**src/rtl/load_board.sv**
```systemverilog
// Byte-serial ASCII position loader: 64 squares (a8..h1), castle bits, side, en passant file.
// Results commit atomically one cycle after the final byte; outputs hold otherwise.
`ifndef VCHESS_VH
`define VCHESS_VH
`define PIECE_WIDTH 4
`define SIDE_WIDTH (`PIECE_WIDTH*8)
`define BOARD_WIDTH (`PIECE_WIDTH*64)
`define EMPTY_POSN   4'd0
`define WHITE_PAWN   4'd1
`define WHITE_KNIGHT 4'd2
`define WHITE_BISHOP 4'd3
`define WHITE_ROOK   4'd4
`define WHITE_QUEEN  4'd5
`define WHITE_KING   4'd6
`define BLACK_PAWN   4'd9
`define BLACK_KNIGHT 4'd10
`define BLACK_BISHOP 4'd11
`define BLACK_ROOK   4'd12
`define BLACK_QUEEN  4'd13
`define BLACK_KING   4'd14
`endif

module load_board (
   input  logic                    clk,
   input  logic                    reset,
   input  logic                    start,
   input  logic [7:0]              in_data,
   input  logic                    in_valid,
   output logic                    in_ready,
   output logic [`BOARD_WIDTH-1:0] board,
   output logic [3:0]              castle_mask,
   output logic [3:0]              en_passant_col,
   output logic                    white_to_move,
   output logic                    busy,
   output logic                    load_done,
   output logic                    load_error
);

   typedef enum logic [2:0] {
      S_IDLE, S_SQUARES, S_CASTLE, S_SIDE, S_EP, S_DONE, S_ERROR
   } state_t;

   state_t                  state_q, state_d;
   logic [2:0]              rank_q, rank_d;
   logic [2:0]              col_q, col_d;
   logic [1:0]              ccnt_q, ccnt_d;
   logic [`BOARD_WIDTH-1:0] board_w_q, board_w_d;
   logic [3:0]              castle_w_q, castle_w_d;
   logic                    side_w_q, side_w_d;
   logic [`BOARD_WIDTH-1:0] board_q, board_d;
   logic [3:0]              castle_q, castle_d;
   logic [3:0]              ep_q, ep_d;
   logic                    wtm_q, wtm_d;
   logic                    in_ready_q, in_ready_d;
   logic                    busy_q, busy_d;
   logic                    done_q, done_d;
   logic                    error_q, error_d;

   logic                    acc, is_ws;
   logic [4:0]              pc;
   logic [7:0]              idx;
   logic [7:0]              file_off;

   // {valid, piece code}
   function automatic logic [4:0] piece_code(input logic [7:0] c);
      case (c)
         ".":     return {1'b1, `EMPTY_POSN};
         "P":     return {1'b1, `WHITE_PAWN};
         "N":     return {1'b1, `WHITE_KNIGHT};
         "B":     return {1'b1, `WHITE_BISHOP};
         "R":     return {1'b1, `WHITE_ROOK};
         "Q":     return {1'b1, `WHITE_QUEEN};
         "K":     return {1'b1, `WHITE_KING};
         "p":     return {1'b1, `BLACK_PAWN};
         "n":     return {1'b1, `BLACK_KNIGHT};
         "b":     return {1'b1, `BLACK_BISHOP};
         "r":     return {1'b1, `BLACK_ROOK};
         "q":     return {1'b1, `BLACK_QUEEN};
         "k":     return {1'b1, `BLACK_KING};
         default: return 5'b0_0000;
      endcase
   endfunction

   always_comb begin
      state_d    = state_q;
      rank_d     = rank_q;
      col_d      = col_q;
      ccnt_d     = ccnt_q;
      board_w_d  = board_w_q;
      castle_w_d = castle_w_q;
      side_w_d   = side_w_q;
      board_d    = board_q;
      castle_d   = castle_q;
      ep_d       = ep_q;
      wtm_d      = wtm_q;
      error_d    = error_q;
      done_d     = 1'b0;

      acc      = in_valid && in_ready_q;
      is_ws    = (in_data == 8'h20) || (in_data == 8'h09) ||
                 (in_data == 8'h0A) || (in_data == 8'h0D);
      pc       = piece_code(in_data);
      // rank*SIDE_WIDTH + col*PIECE_WIDTH
      idx      = {rank_q, col_q, 2'b00};
      file_off = in_data - 8'h61;

      case (state_q)
         S_IDLE, S_DONE, S_ERROR: begin
            if (start) begin
               state_d = S_SQUARES;
               error_d = 1'b0;
               rank_d  = 3'd7;
               col_d   = 3'd0;
               ccnt_d  = 2'd0;
            end
         end
         S_SQUARES: begin
            if (acc && !is_ws) begin
               if (pc[4]) begin
                  board_w_d[idx +: `PIECE_WIDTH] = pc[3:0];
                  if (col_q == 3'd7) begin
                     col_d = 3'd0;
                     if (rank_q == 3'd0) state_d = S_CASTLE;
                     else                rank_d  = rank_q - 3'd1;
                  end else begin
                     col_d = col_q + 3'd1;
                  end
               end else begin
                  state_d = S_ERROR;
                  error_d = 1'b1;
               end
            end
         end
         S_CASTLE: begin
            if (acc && !is_ws) begin
               if (in_data == "0" || in_data == "1") begin
                  castle_w_d = {castle_w_q[2:0], in_data[0]};
                  ccnt_d     = ccnt_q + 2'd1;
                  if (ccnt_q == 2'd3) state_d = S_SIDE;
               end else begin
                  state_d = S_ERROR;
                  error_d = 1'b1;
               end
            end
         end
         S_SIDE: begin
            if (acc && !is_ws) begin
               if (in_data == "w" || in_data == "b") begin
                  side_w_d = (in_data == "w");
                  state_d  = S_EP;
               end else begin
                  state_d = S_ERROR;
                  error_d = 1'b1;
               end
            end
         end
         S_EP: begin
            if (acc && !is_ws) begin
               if (in_data == "-" || (in_data >= "a" && in_data <= "h")) begin
                  // Commit the whole position in one edge
                  ep_d     = (in_data == "-") ? 4'b0000 : {1'b1, file_off[2:0]};
                  board_d  = board_w_q;
                  castle_d = castle_w_q;
                  wtm_d    = side_w_q;
                  done_d   = 1'b1;
                  state_d  = S_DONE;
               end else begin
                  state_d = S_ERROR;
                  error_d = 1'b1;
               end
            end
         end
         default: state_d = S_IDLE;
      endcase

      in_ready_d = (state_d == S_SQUARES) || (state_d == S_CASTLE) ||
                   (state_d == S_SIDE)    || (state_d == S_EP);
      busy_d     = in_ready_d;
   end

   always_ff @(posedge clk or negedge reset) begin
      if (!reset) begin
         state_q    <= S_IDLE;
         rank_q     <= 3'd7;
         col_q      <= 3'd0;
         ccnt_q     <= 2'd0;
         board_w_q  <= '0;
         castle_w_q <= 4'd0;
         side_w_q   <= 1'b1;
         board_q    <= {64{`EMPTY_POSN}};
         castle_q   <= 4'd0;
         ep_q       <= 4'd0;
         wtm_q      <= 1'b1;
         in_ready_q <= 1'b0;
         busy_q     <= 1'b0;
         done_q     <= 1'b0;
         error_q    <= 1'b0;
      end else begin
         state_q    <= state_d;
         rank_q     <= rank_d;
         col_q      <= col_d;
         ccnt_q     <= ccnt_d;
         board_w_q  <= board_w_d;
         castle_w_q <= castle_w_d;
         side_w_q   <= side_w_d;
         board_q    <= board_d;
         castle_q   <= castle_d;
         ep_q       <= ep_d;
         wtm_q      <= wtm_d;
         in_ready_q <= in_ready_d;
         busy_q     <= busy_d;
         done_q     <= done_d;
         error_q    <= error_d;
      end
   end

   assign in_ready       = in_ready_q;
   assign board          = board_q;
   assign castle_mask    = castle_q;
   assign en_passant_col = ep_q;
   assign white_to_move  = wtm_q;
   assign busy           = busy_q;
   assign load_done      = done_q;
   assign load_error     = error_q;

endmodule

```
**config.mk**
```make
export PLATFORM = sky130hd
export DESIGN_NAME = load_board
export DESIGN_NICKNAME = d
export VERILOG_FILES = /design/src/rtl/load_board.sv
export SDC_FILE = /design/constraint.sdc
export NUM_CORES = 1
export LEC_CHECK = 0
export ABC_AREA = 1
export CORE_UTILIZATION = 53
export DETAILED_ROUTE_END_ITERATION = 7
export GPL_TIMING_DRIVEN = 0
export PLACE_DENSITY = 0.84
export SYNTH_ARGS = -nofsm -noshare
export SYNTH_HDL_FRONTEND = slang
export SYNTH_SLANG_ARGS = --single-unit
```
**constraint.sdc**
```tcl
create_clock -name clk -period 6 [get_ports clk]
set_input_delay 1.8 -clock clk [delete_from_list [all_inputs] [get_ports clk]]
set_output_delay 1.8 -clock clk [all_outputs]
set_load 0.05 [all_outputs]
```
# [Word level (Yosys, flattened, before mapping)]
# Index checks and enable logic that the tools add are counted.
[op_classes] n_addsub=5 n_lt_le_gt_ge=2 eq_ne=46 n_shift=2 muxes=44 reduce_logical=27
[op_table] cell="$bwmux W256" n=1
[op_table] cell="$shift A4 B10 Y256 const A" n=1
[op_table] cell="$shiftx A4 B10 Y256" n=1
[op_table] cell="$eq A8 B7 Y1 const B" n=13
[op_table] cell="$pmux W5 S13" n=1
[op_table] cell="$mux W3" n=19
[op_table] cell="$eq A8 B6 Y1 const B" n=5
[op_table] cell="$ne A2 B2 Y1 const B" n=13
[op_table] cell="$eq A8 B4 Y1 const B" n=3
[op_table] cell="$eq A3 B3 Y1 const B" n=5
[op_table] cell="$pmux W3 S5" n=1
[op_table] cell="$eq A3 B2 Y1 const B" n=4
[op_table] cell="$mux W1" n=12
[op_table] cell="$pmux W3 S2" n=2
[op_table] cell="$reduce_and A3 Y1" n=4
[op_table] cell="$mux W2" n=5
[op_table] cell="$neg A8 Y10" n=1
[op_table] cell="$reduce_and A10 Y1" n=1
[op_table] cell="$logic_or A1 B1 Y1" n=9
[op_table] cell="$ge A8 B7 Y1 const B" n=1
[op_table] cell="$le A8 B7 Y1 const B" n=1
[op_table] cell="$reduce_and A4 Y1" n=2
[op_table] cell="$eq A3 B1 Y1 const B" n=2
[op_table] cell="$logic_not A3 Y1" n=2
[op_table] cell="13 further kinds" n=17
[word_totals] ff_bits=540 inputBits=12 out_inout_bits=269 word_cells=140

# [Logic depth before layout (Yosys ltp)]
[logic_depth] ltp_word=12 ltp_mapped=16

# [Least setup slack after synthesis]
# Ideal clock, no wire load.
[synth_path] path_kind="input-to-reg" from="input in_data[0]" to="register board_w_q[144]" setup_ps=129 arrival_time_ps=3352 required_time_ps=5871 path_slack_ps=2519 stages=14 path_cell_list="inv_1 -> ha_1 -> nand2_2 -> nor2_4 -> nand2_1 -> nand3_2 -> nor2_1 -> nand2_2 -> nand2_4 -> nor2_8 -> nand3_2 -> buf_6 -> nor2_2 -> o21ai_0"
[synth_via] elab_chain_cells=7
[synth_rtl] item="start: declaration" line="27" source="input logic [7:0] in_data,"
[synth_rtl] item="branches (longest 7 deep; another with $shiftx A4 B10 Y256)"
[synth_rtl] item="end signal: assignment" line="203" source="board_w_q <= board_w_d;"
[synth_rtl] item="end: declaration" line="47" source="logic [`BOARD_WIDTH-1:0] board_w_q, board_w_d;"
# Several ways; the timed one is not identified.
# A chain may end at the register's enable or synchronous reset.

# [Final worst setup path]
[layout_path] from="input in_data[0]" to="register board_q[103] (netlist: board[103])"
[layout_via] elab_chain_cells=7
[layout_rtl] item="branches (longest 6 deep; another with $ge A8 B7 Y1)"
[layout_rtl] item="$reduce_and A3 Y1 (no line) *"
[layout_rtl] item="end signal: assignment" line="190" source="board_q <= {64{`EMPTY_POSN}};"
[layout_rtl] item="end signal: assignment" line="206" source="board_q <= board_d;"
[layout_rtl] item="end: declaration" line="50" source="logic [`BOARD_WIDTH-1:0] board_q, board_d;"
# Every way passes the cells marked *.

==> impl_metrics.env <==
export IMPL_drv_slew=0
export IMPL_cp_end_kind="flip-flop"
export IMPL_antenna_found_initial=0
export IMPL_core_area_um2=41200
export IMPL_setup_ws_ns=1.42
export IMPL_grt_max_degree=130
export IMPL_areaGrowthSynthToFinish_pct=24.4
export IMPL_reg2reg_slack_ns=3.04
export IMPL_wl_per_cell_um=19.6
export IMPL_timing_rr_end="board_w_q[147]$_DFFE_PN0P_"
export IMPL_vias=18200
export IMPL_start_util=0.541
export IMPL_yosysWarnings=0
export IMPL_critPathCapture="board[103]$_DFFE_PN0P_"
export IMPL_antennaDiodeCount=0
export IMPL_critical_path_class="input port to flip-flop"
export IMPL_rsz0062_at_grt="no"
export IMPL_cts_resized=0
export IMPL_syn_area_um2=22300
export IMPL_ys_flop_type="dfrtp_1"
export IMPL_setup_viol=0
export IMPL_dp_hpwl_mm=46.7
export IMPL_ios=281
export IMPL_cts_root_buf="clkbuf_16"
export IMPL_async_flop_share=1.00
export IMPL_die_area_um2=42900
export IMPL_grt_pass1_vias=18300
export IMPL_holdBufCountCts=0
export IMPL_cts_tree="done"
export IMPL_hp_class="flip-flop to flip-flop"
export IMPL_postLayoutCellArea_um2=27800
export IMPL_min_period_ns=4.58
export IMPL_syn_nets=2442
export IMPL_drt_wl_total_mm=65.4
export IMPL_dpl_instance_area_um2=25900
export IMPL_gp_congestion=0.909
export IMPL_ys_seq_elements=540
export IMPL_drt_iter0_drc=1655
export IMPL_clock_latency_ns=0.61
export IMPL_drt_pass1_iterations=6
export IMPL_maxSlewHeadroom=0.121
export IMPL_netlist_instances=2418
export IMPL_synth_edf_count=0
export IMPL_worstPathRequired_ns=6.49
export IMPL_fp_dieH_um=207
export IMPL_finalClockSkew_ns=0.0203
export IMPL_clock_sinks=540
export IMPL_fmax_mhz=218
export IMPL_viasPerCell=5.47
export IMPL_fin_crit_sh=0.763
export IMPL_num_rows=74
export IMPL_port_buffers=279
export IMPL_peakVddDrop_v=0.000252
export IMPL_start_kind="input port"
export IMPL_ant_nets=0
export IMPL_finalHoldViolations=0
export IMPL_crit_fanout=10
export IMPL_yosysSeqAreaShare=0.606
export IMPL_fin_tns_setup_ns=0
export IMPL_grt_usage=0.309
export IMPL_drive_gt1_frac=0.0882
export IMPL_grt_first_pass_wirelength_mm=102
export IMPL_crit_arrival_ns=5.07
export IMPL_post_cts_buffers=0
export IMPL_powerDensity_nw_per_um2=406
export IMPL_cts_buffer_depth=3
export IMPL_die_w_um=207
export IMPL_yosys_cell_types_count=37
export IMPL_finalPower_mw=11.3
export IMPL_gr_total_overflow=0
export IMPL_route_detailed_drc=0
export IMPL_cp_startpoint="in_data[0]"
export IMPL_cts_buffers=53
export IMPL_fin_nets=2780
export IMPL_r2r_start="col_q[0]$_DFFE_PN0P_"
export IMPL_p_leak_nw=13.8
export IMPL_htree_levels=2
export IMPL_drv_cap=0
export IMPL_tightest_slew_ns=1.32
export IMPL_r2r_cells=11
export IMPL_syn_mean_instance_area_um2=9.23
export IMPL_outcome="completed"
export IMPL_clkSlewWorstSetupHoldPaths_ns=0.06
export IMPL_pre_cts_ws_ns=0.893
## power by group
group / leakage [nW] / internal (mW) / switching, mW
registers: 6.24 / 4.06 / 0.308
logic: 6.60 / 0.932 / 2.45
clock network: 0.927 / 2.07 / 1.45
total: 13.8 / 7.07 / 4.21
## cells by family after synthesis
logic type               share of synthesized area
flip-flops                                   0.606
adder cells (fa/ha/maj)                    0.00673
AO/OA/AOI/OAI                                0.117
AND/OR/NAND/NOR                              0.195
buffers and inverters                       0.0743
XOR/XNOR                                   0.00112
## cells in the final DEF (no fill, tap or decap), drive strengths merged
cell type / netlist / final
clkinv: 4 / 16
nand4: 4 / 4
clkbuf: 46 / 126
o21ai: 501 / 501
o22ai: 1 / 1
or2: 2 / 2
a22oi: 1 / 1
dfrtp: 535 / 535
clkdlybuf4s50: 0 / 278
inv: 321 / 323
bufinv: 0 / 5
clkinvlp: 0 / 1
a21oi: 15 / 15
dfstp: 5 / 5
xnor2: 2 / 2
nand3: 73 / 73
buf: 41 / 46
nand3b: 1 / 1
nand2: 684 / 684
ha: 12 / 12
nor3: 17 / 17
nor2: 153 / 153
## final cells by class
| class | count | area, um2 |
|---|---|---|
| Timing Repair Buffer | 283 | 2910 |
| Multi-Input combinational cell | 1466 | 7130 |
| Inverter | 325 | 1220 |
| Buffer | 87 | 435 |
| Tap cell | 532 | 666 |
| Clock inverter | 20 | 264 |
| Clock buffer | 80 | 1610 |
| Sequential cell | 540 | 13500 |
| Fill cell | 3054 | 13400 |
## state kept, by name, summed over array words and instances (netlist names)
signal and flops:
load_done 1, castle_mask 4, load_error 1, side_w_q 1
state_q 3, board 256, ccnt_q 2, col_q 3
castle_w_q 4, board_w_q 256, en_passant_col 4, rank_q 3
white_to_move 1, busy 1
## cell usage after synthesis (2+ instances only)
cell        n  area, um2
nand3_2     3       30.0
nor3_1     15       75.1
clkbuf_1   46        173
o21ai_1   156        781
o21ai_0   345       1730
buf_12      2       40.0
nor2_4     34        383
clkinv_1    3       11.3
nand2_2     8       50.1
or2_2       2       12.5
buf_4       2       15.0
dfstp_2     5        131
inv_2      15       56.3
nor2_8     21        420
nand3_1    68        340
a21oi_1    14       70.1
nor3_2      2       20.0
nand2_1   675       2530
ha_1       12        150
dfrtp_1   535      13400
nand4_1     3       18.8
buf_2      31        155
inv_1     306       1150
buf_6       4       45.0
nor2_1     82        308
nand3_4     2       35.0
buf_1       2       7.51
nor2_2     16        100
## critical path: stages
cell and delay, ns:
clkdlybuf4s50_1 0.49, inv_1 0.16, ha_1 0.19, inv_1 0.06, nor2_2 0.17, nand2_1 0.14, nand3_4 0.20, nor2_4 0.11
inv_2 0.34, clkbuf_1 0.83, buf_2 0.36, nand2_1 0.09, o21ai_0 0.12
## per-stage QoR
| stage | hold slack [ns] | std cells | util |
|---|---|---|---|
| 2_1_floorplan | 0.442 | 2418 | - |
| 3_3_place_gp | 0.456 | 3229 | 0.625 |
| 3_5_place_dp | 0.464 | 3233 | 0.628 |
| 4_1_cts | 0.481 | 3333 | 0.674 |
| 5_1_grt | 0.502 | 3333 | 0.674 |
| 6_report | 0.480 | 3333 | 0.674 |
## layer usage
metal  global-route usage  share of wire  up-vias
met1                0.390           0.39     8912
met2                0.499           0.47      829
met5                    0              0        -
met3               0.0826          0.091      187
li1                     -              -     8290
met4                0.146          0.047        0
## worst min path at each step
stage	cells after the start	endpoint	from
4_1_cts	2	board_w_q[248]$_DFFE_PN0P_	board_w_q[248]$_DFFE_PN0P_
3_3_place_gp	2	board[240]$_DFFE_PN0P_	board_w_q[240]$_DFFE_PN0P_
3_5_place_dp	2	board_w_q[51]$_DFFE_PN0P_	board_w_q[51]$_DFFE_PN0P_
5_1_grt	2	board_w_q[248]$_DFFE_PN0P_	board_w_q[248]$_DFFE_PN0P_
2_1_floorplan	2	board_w_q[248]$_DFFE_PN0P_	board_w_q[248]$_DFFE_PN0P_
6_report	2	side_w_q$_DFFE_PN1P_	side_w_q$_DFFE_PN1P_
(Power assumes the default switching activity.)
